===== config.mk =====
export PLATFORM = sky130hd
export DESIGN_NAME = mem_arbiter
export DESIGN_NICKNAME = d
export VERILOG_FILES = /design/src/rtl/mem_arbiter_pkg.sv /design/src/rtl/mem_arbiter_pick.sv /design/src/rtl/mem_arbiter.sv
export SDC_FILE = /design/constraint.sdc
export NUM_CORES = 1
export LEC_CHECK = 0
export ABC_AREA = 1
export ABC_CLOCK_PERIOD_IN_PS = 3300
export CAP_MARGIN = 15
export CORE_ASPECT_RATIO = 0.6
export CORE_MARGIN = 10
export CORE_UTILIZATION = 32
export CTS_CLUSTER_DIAMETER = 40
export DETAILED_ROUTE_END_ITERATION = 10
export HOLD_SLACK_MARGIN = 0.02
export PLACE_DENSITY = 0.88
export SLEW_MARGIN = 0
export SYNTH_ARGS = -nofsm -noshare
export SYNTH_HDL_FRONTEND = slang
export SYNTH_SLANG_ARGS = --single-unit

===== constraint.sdc =====
create_clock -name clk_i -period 3.3 [get_ports clk_i]
set_clock_uncertainty 0.05 [all_clocks]
set_input_delay 0.825 -clock clk_i [delete_from_list [all_inputs] [get_ports clk_i]]
set_output_delay 0.825 -clock clk_i [all_outputs]
set_load 0.03 [all_outputs]

===== src/rtl/mem_arbiter_pkg.sv =====
// mem_arbiter_pkg: shared encodings and bundles for the I/D memory arbiter.
// Build option MEM_ARB_RR_EN selects round-robin arbitration in mem_arbiter.
package mem_arbiter_pkg;

    localparam int ARB_ADDR_W       = 32;
    localparam int ARB_DATA_W       = 32;
    localparam int ARB_STARVE_LIMIT = 4;

    typedef enum logic {
        ARB_IDLE = 1'b0,
        ARB_RESP = 1'b1
    } arb_state_t;

    typedef enum logic {
        PORT_I = 1'b0,
        PORT_D = 1'b1
    } arb_port_t;

    typedef struct packed {
        logic i_win;
        logic d_win;
    } arb_pick_t;

endpackage


===== src/rtl/mem_arbiter_pick.sv =====
// mem_arbiter_pick: combinational I/D winner select.
// MEM_ARB_RR_EN defined: round-robin; otherwise fixed D priority with starvation override.
module mem_arbiter_pick
    import mem_arbiter_pkg::*;
(
    input  logic      i_req,
    input  logic      d_req,
    input  logic      starve_hit,
    input  arb_port_t rr_last,
    output arb_pick_t pick
);

`ifdef MEM_ARB_RR_EN
    logic unused_starve;
    assign unused_starve = starve_hit;

    always_comb begin
        pick = '0;
        if (i_req && d_req) begin
            pick.i_win = (rr_last == PORT_D);
            pick.d_win = (rr_last == PORT_I);
        end else begin
            pick.i_win = i_req;
            pick.d_win = d_req;
        end
    end
`else
    logic unused_rr;
    assign unused_rr = rr_last;

    always_comb begin
        pick = '0;
        if (i_req && d_req) begin
            pick.i_win = starve_hit;
            pick.d_win = !starve_hit;
        end else begin
            pick.i_win = i_req;
            pick.d_win = d_req;
        end
    end
`endif

endmodule


===== src/rtl/mem_arbiter.sv =====
// mem_arbiter: shares the single-port cache between instruction fetch (I) and load/store (D).
// Build option MEM_ARB_RR_EN replaces fixed D priority with round-robin.
module mem_arbiter
    import mem_arbiter_pkg::*;
#(
    parameter int ADDR_W       = ARB_ADDR_W,
    parameter int DATA_W       = ARB_DATA_W,
    parameter int STARVE_LIMIT = ARB_STARVE_LIMIT
) (
    input  logic              clk_i,
    input  logic              rst_i,
    input  logic              i_req_i,
    input  logic [ADDR_W-1:0] i_addr_i,
    output logic              i_gnt_o,
    output logic              i_rvalid_o,
    output logic [DATA_W-1:0] i_rdata_o,
    input  logic              d_req_i,
    input  logic              d_we_i,
    input  logic [ADDR_W-1:0] d_addr_i,
    input  logic [DATA_W-1:0] d_wdata_i,
    output logic              d_gnt_o,
    output logic              d_rvalid_o,
    output logic [DATA_W-1:0] d_rdata_o,
    output logic              cache_re_o,
    output logic              cache_we_o,
    output logic [ADDR_W-1:0] cache_raddr_o,
    output logic [ADDR_W-1:0] cache_waddr_o,
    output logic [DATA_W-1:0] cache_wdata_o,
    input  logic [DATA_W-1:0] cache_rdata_i
);

    arb_state_t        state;
    arb_state_t        state_nxt;
    arb_port_t         resp_port;
    arb_port_t         rr_last;
    arb_pick_t         pick;
    logic [DATA_W-1:0] resp_data;
    logic              starve_hit;
    logic              any_gnt;
    logic              d_rd_gnt;
    logic              d_wr_gnt;
    logic              resp_live;

    mem_arbiter_pick u_pick (
        .i_req      (i_req_i),
        .d_req      (d_req_i),
        .starve_hit (starve_hit),
        .rr_last    (rr_last),
        .pick       (pick)
    );

    // Grants are masked in reset so nothing reaches the cache then.
    assign i_gnt_o  = pick.i_win && !rst_i;
    assign d_gnt_o  = pick.d_win && !rst_i;
    assign any_gnt  = i_gnt_o || d_gnt_o;
    assign d_rd_gnt = d_gnt_o && !d_we_i;
    assign d_wr_gnt = d_gnt_o && d_we_i;

    assign cache_re_o    = i_gnt_o || d_rd_gnt;
    assign cache_we_o    = d_wr_gnt;
    assign cache_raddr_o = i_gnt_o  ? i_addr_i :
                           d_rd_gnt ? d_addr_i : '0;
    assign cache_waddr_o = d_wr_gnt ? d_addr_i : '0;
    assign cache_wdata_o = d_wr_gnt ? d_wdata_i : '0;

`ifndef MEM_ARB_RR_EN
    localparam int CNT_W = $clog2(STARVE_LIMIT + 1);

    logic [CNT_W-1:0] starve_cnt;

    assign starve_hit = (starve_cnt == CNT_W'(STARVE_LIMIT));

    always_ff @(posedge clk_i) begin
        if (rst_i || !i_req_i || i_gnt_o) begin
            starve_cnt <= '0;
        end else if (!starve_hit) begin
            starve_cnt <= starve_cnt + 1'b1;
        end
    end
`else
    assign starve_hit = 1'b0;
`endif

    always_ff @(posedge clk_i) begin
        if (rst_i) begin
            rr_last <= PORT_D;
        end else if (i_gnt_o) begin
            rr_last <= PORT_I;
        end else if (d_gnt_o) begin
            rr_last <= PORT_D;
        end
    end

    always_ff @(posedge clk_i) begin
        if (rst_i) begin
            state <= ARB_IDLE;
        end else begin
            state <= state_nxt;
        end
    end

    always_comb begin
        state_nxt = ARB_IDLE;
        unique case (state)
            ARB_IDLE: state_nxt = any_gnt ? ARB_RESP : ARB_IDLE;
            ARB_RESP: state_nxt = any_gnt ? ARB_RESP : ARB_IDLE;
            default:  state_nxt = ARB_IDLE;
        endcase
    end

    // Writes are acknowledged with zero data.
    always_ff @(posedge clk_i) begin
        if (rst_i) begin
            resp_port <= PORT_D;
            resp_data <= '0;
        end else if (any_gnt) begin
            resp_port <= d_gnt_o ? PORT_D : PORT_I;
            resp_data <= d_wr_gnt ? '0 : cache_rdata_i;
        end
    end

    assign resp_live  = (state == ARB_RESP) && !rst_i;
    assign i_rvalid_o = resp_live && (resp_port == PORT_I);
    assign d_rvalid_o = resp_live && (resp_port == PORT_D);
    assign i_rdata_o  = i_rvalid_o ? resp_data : '0;
    assign d_rdata_o  = d_rvalid_o ? resp_data : '0;

endmodule


# Word level (Yosys, flattened, before mapping)
# Index checks and enable logic that the tools add are counted.
# Widths: inputs -> output; s select.
[word_totals] ff_bits=37 word_cells=33
[op_classes] n_addsub=1 eq_ne=1 mux=10 n_bitwise=1 reduce_logical=16
[ops] cell="$mux 32" count=7
[ops] cell="$logic_and 1x1->1" count=8
[ops] cell="$logic_not 1->1" count=4
[ops] cell="$logic_or 1x1->1" count=4
[ops] cell="$add 3x1->3 const B" count=1
[ops] cell="$eq 3x3->1 const B" count=1
[ops] cell="$mux 1" count=2
[ops] cell="$mux 2" count=1
[ops] cell="$not 1->1" count=1

# Logic depth before layout (Yosys ltp)
[depth] word_depth=7 ltp_mapped=10 mapped_depth_nobuf=9

# Hierarchy
# From an unflattened synthesis, not the netlist that was laid out.
[hier_totals] cells_unflattened=571 area_unflattened_um2=2920.3
[by_module_without_submodules] mod="mem_arbiter" instances=1 cells_each=566 area_each_um2=2899.0 seq_area_each_um2=760.7
[by_module_without_submodules] mod="mem_arbiter_pick" instances=1 cells_each=5 area_each_um2=21.3 seq_area_each_um2=0.0

# Worst setup path before layout
# OpenSTA, ideal clock, no wires.
[synth_path] path_kind="input to output" startpoint="input rst_i" endpoint="output d_rdata_o[0]" arrival_ps=2448 required_ps=2425 path_slack_ps=-23 path_stages=4 cell_sequence="nor3_1 > inv_1 > clkbuf_1 > nor2_1"
[synth_via] elab_chain_cells=4
[synth_lines] item="start: declaration" line="mem_arbiter.sv:11" text="input logic rst_i,"
[synth_lines] item="$logic_not 1->1" line="mem_arbiter.sv:122" text="assign resp_live = (state == ARB_RESP) && !rst_i;"
[synth_lines] item="$logic_and 1x1->1" line="mem_arbiter.sv:122"
[synth_lines] item="$logic_and 1x1->1" line="mem_arbiter.sv:124" text="assign d_rvalid_o = resp_live && (resp_port == PORT_D);"
[synth_lines] item="$mux 32" line="mem_arbiter.sv:126" text="assign d_rdata_o = d_rvalid_o ? resp_data : '0;"
[synth_lines] item="end: declaration" line="mem_arbiter.sv:23" text="output logic [DATA_W-1:0] d_rdata_o,"
# Every way passes these cells.

# Worst setup path after layout
[layout_path] startpoint="input i_req_i" endpoint="output cache_re_o"
[layout_via] elab_chain_cells=5 word_cells_on_any_way=6
[layout_lines] item="start: declaration" line="mem_arbiter.sv:12" text="input logic i_req_i,"
[layout_lines] item="$logic_and 1x1->1" line="mem_arbiter_pick.sv:33" text="if (i_req && d_req) begin"
[layout_lines] item="$mux 2 (*)" line="mem_arbiter_pick.sv:33"
[layout_lines] item="$logic_and 1x1->1" line="mem_arbiter.sv:54" text="assign d_gnt_o = pick.d_win && !rst_i;"
[layout_lines] item="$logic_and 1x1->1" line="mem_arbiter.sv:56" text="assign d_rd_gnt = d_gnt_o && !d_we_i;"
[layout_lines] item="$logic_or 1x1->1 (*)" line="mem_arbiter.sv:59" text="assign cache_re_o = i_gnt_o || d_rd_gnt;"
[layout_lines] item="end: declaration" line="mem_arbiter.sv:24" text="output logic cache_re_o,"
# Every way passes the cells marked *; elsewhere a longest branch is shown, timed or not.

==> reports/metrics.yaml <==
setup_viol: 0
endpoint_kind: "primary output"
worst_setup_path_start_kind: "input pin"
max_freq_ghz: 0.3128
slew_viol_final: 0
via_per_inst: 4.336
start_util_pct: 33.42
ioPinCount: 299
period_needed_ns: 3.197
synthCells: 578
hold_viol_final: 0
antenna_left: 0
seq_area_frac_synth_pct: 25.62
syn-cell-area_um2: 2892
synth_area_leader_cell: "dfxtp_1"
ys_ff_latch: 37
drive_gt1_share_pct: 22.96
r2r_slack_ns: 1.61
cap_violations: 0
ys_warn_count: 0
dp_hpwl_um: 12880
cp.required_ns: 2.42
synthTopCellsByArea: "dfxtp_1 (26%), nor2_1 (24%), nand2_1 (19%)"
firstDrtPassIters: 4
path_class: "input pin to primary output"
ctsResizeCount: 0
leakagePower_uw: 0.003415
num-nets-final: 1005
cts_setup_buffers: 0
grt_pass1_vias: 4179
crit_fanout: 16
grt_overflow: 0
yosysUniqueCellTypes: 20
synth_edf_count: 0
tns_ns: 0
vias: 4262
fp.dieH_um: 93.63
grt_max_degree: 53
die_area_um2: 13360
synth_top_area_share_pct: 25.62
die-width_um: 142.7
cts_tree: "built"
h-tree-depth: 2
grt_setup_unrepaired: "false"
antenna_found_initial: 0
clock-root-buffer: "clkbuf_16"
cts_buffers: 5
row_count: 26
worst_slew_pin_slew_ns: 0.3430
clock_sink_count: 37
hold_ws_ns: 0.3976
core_area_um2: 8653
clock_latency_ns: 0.28
cts.reportedPaths.clkPinSlew_ns: 0.06
min_period_over_period_pct: 96.87
diodes: 0
drt_wl_total_um: 15310
synth.most_common_cell: "nor2_1"
syn_nets: 713
synth_flop_cell: "dfxtp_1"
detail_route.wl_per_cell_um: 15.57
peakVddDrop_uv: 207.6
min_path_type: "flip-flop to flip-flop"
ctsLongestPathBuffers: 2
synth_commonest_cells: "nor2_1 (182), nand2_1 (149), inv_1 (133)"
track_usage_pct: 21.15
avgSynthCellArea_um2: 5.003
async_flop_share_pct: 0
powerDensity_nw_per_um2: 279.9
gp_congestion: 0.9601
slew-limit-headroom_pct: 77.06
grt_pass1_wl_um: 22960
drc: 0
area_growth_pct: 107.5
cts_hold_buf: 0
drtIter0Drc: 236
crit_arrival_ns: 2.32
port_buffers: 298
run_status: "finished clean"
[critical path, cell delays in order]
cell and delay, ns:
clkdlybuf4s50_1 0.48, inv_1 0.04, nand2_1 0.05, nand2_1 0.07
nand2_1 0.15, nor2_4 0.08, clkbuf_16 0.18, or2_2 0.27
buf_4 0.17
[through the flow]
step           power (µW)  setup slack (ns)  util (%)  instances  cell area [µm²]
2_1_floorplan       804.0            0.3036         -        578             2902
3_3_place_gp         1129            0.1375     66.99        974             5797
3_5_place_dp         1143           0.08980     66.99        974             5797
4_1_cts              1684           0.08849     68.93        982             5964
5_1_grt              1767           0.02462     69.33        983             6000
6_report             1679            0.1032     69.33        983             6000
[flip-flops by register name, indices dropped and copies added (netlist names)]
register / count
resp_data: 32
starve_cnt: 3
resp_port: 1
state: 1
[path summary, 6_finish.rpt]
path / startpoint / to / depth (start not counted)
hold reg to reg: starve_cnt[0]$_SDFFE_PP0N_ / starve_cnt[0]$_SDFFE_PP0N_ / 1
hold / removal: starve_cnt[0]$_SDFFE_PP0N_ / starve_cnt[0]$_SDFFE_PP0N_ / 1
setup reg to reg: starve_cnt[1]$_SDFFE_PP0N_ / resp_data[8]$_SDFFE_PP0P_ / 10
setup / recovery: i_req_i / cache_re_o / 9
[cell usage in the layout, fill, tap and decap left out, drive strengths merged]
cell type,count
xnor2,1
clkbuf,7
or2,1
inv,135
a21oi,1
nand3,33
clkinv,1
buf,182
nand2,149
nor3,2
nor2,183
dfxtp,37
o21ai,2
o211ai,1
dlymetal6s2s,1
bufinv,1
ha,2
clkdlybuf4s50,132
[routing by layer]
metal	up-vias	GRT usage [%]	share of wire (%)
met2	182	39.77	51
li1	2200	-	-
met3	14	8.434	10
met5	-	0	0
met1	1866	22.41	38
met4	0	2.735	0.96
[report_power, final]
part | leakage (µW) | switching (µW) | internal, µW | total (µW)
registers | 0.000305 | 8.70 | 478 | 487
clock network | 0.0000810 | 183 | 358 | 541
logic | 0.00303 | 351 | 300 | 651
[cells by family after synthesis]
group | synth area share (%)
AND/OR/NAND/NOR | 49.63
buffers and inverters | 22.54
flip-flops | 25.62
AO/OA/AOI/OAI | 1.039
adder cells (fa/ha/maj) | 0.8653
XOR/XNOR | 0.3030
[layout make-up]
cell class	count	area [µm²]
Timing Repair Buffer	316	2913
Fill cell	731	2654
Multi-Input combinational cell	375	1531
Sequential cell	37	740.7
Inverter	135	506.7
Tap cell	112	140.1
Clock buffer	6	128.9
Clock inverter	2	38.79
Power figures use the tool's default switching activity.
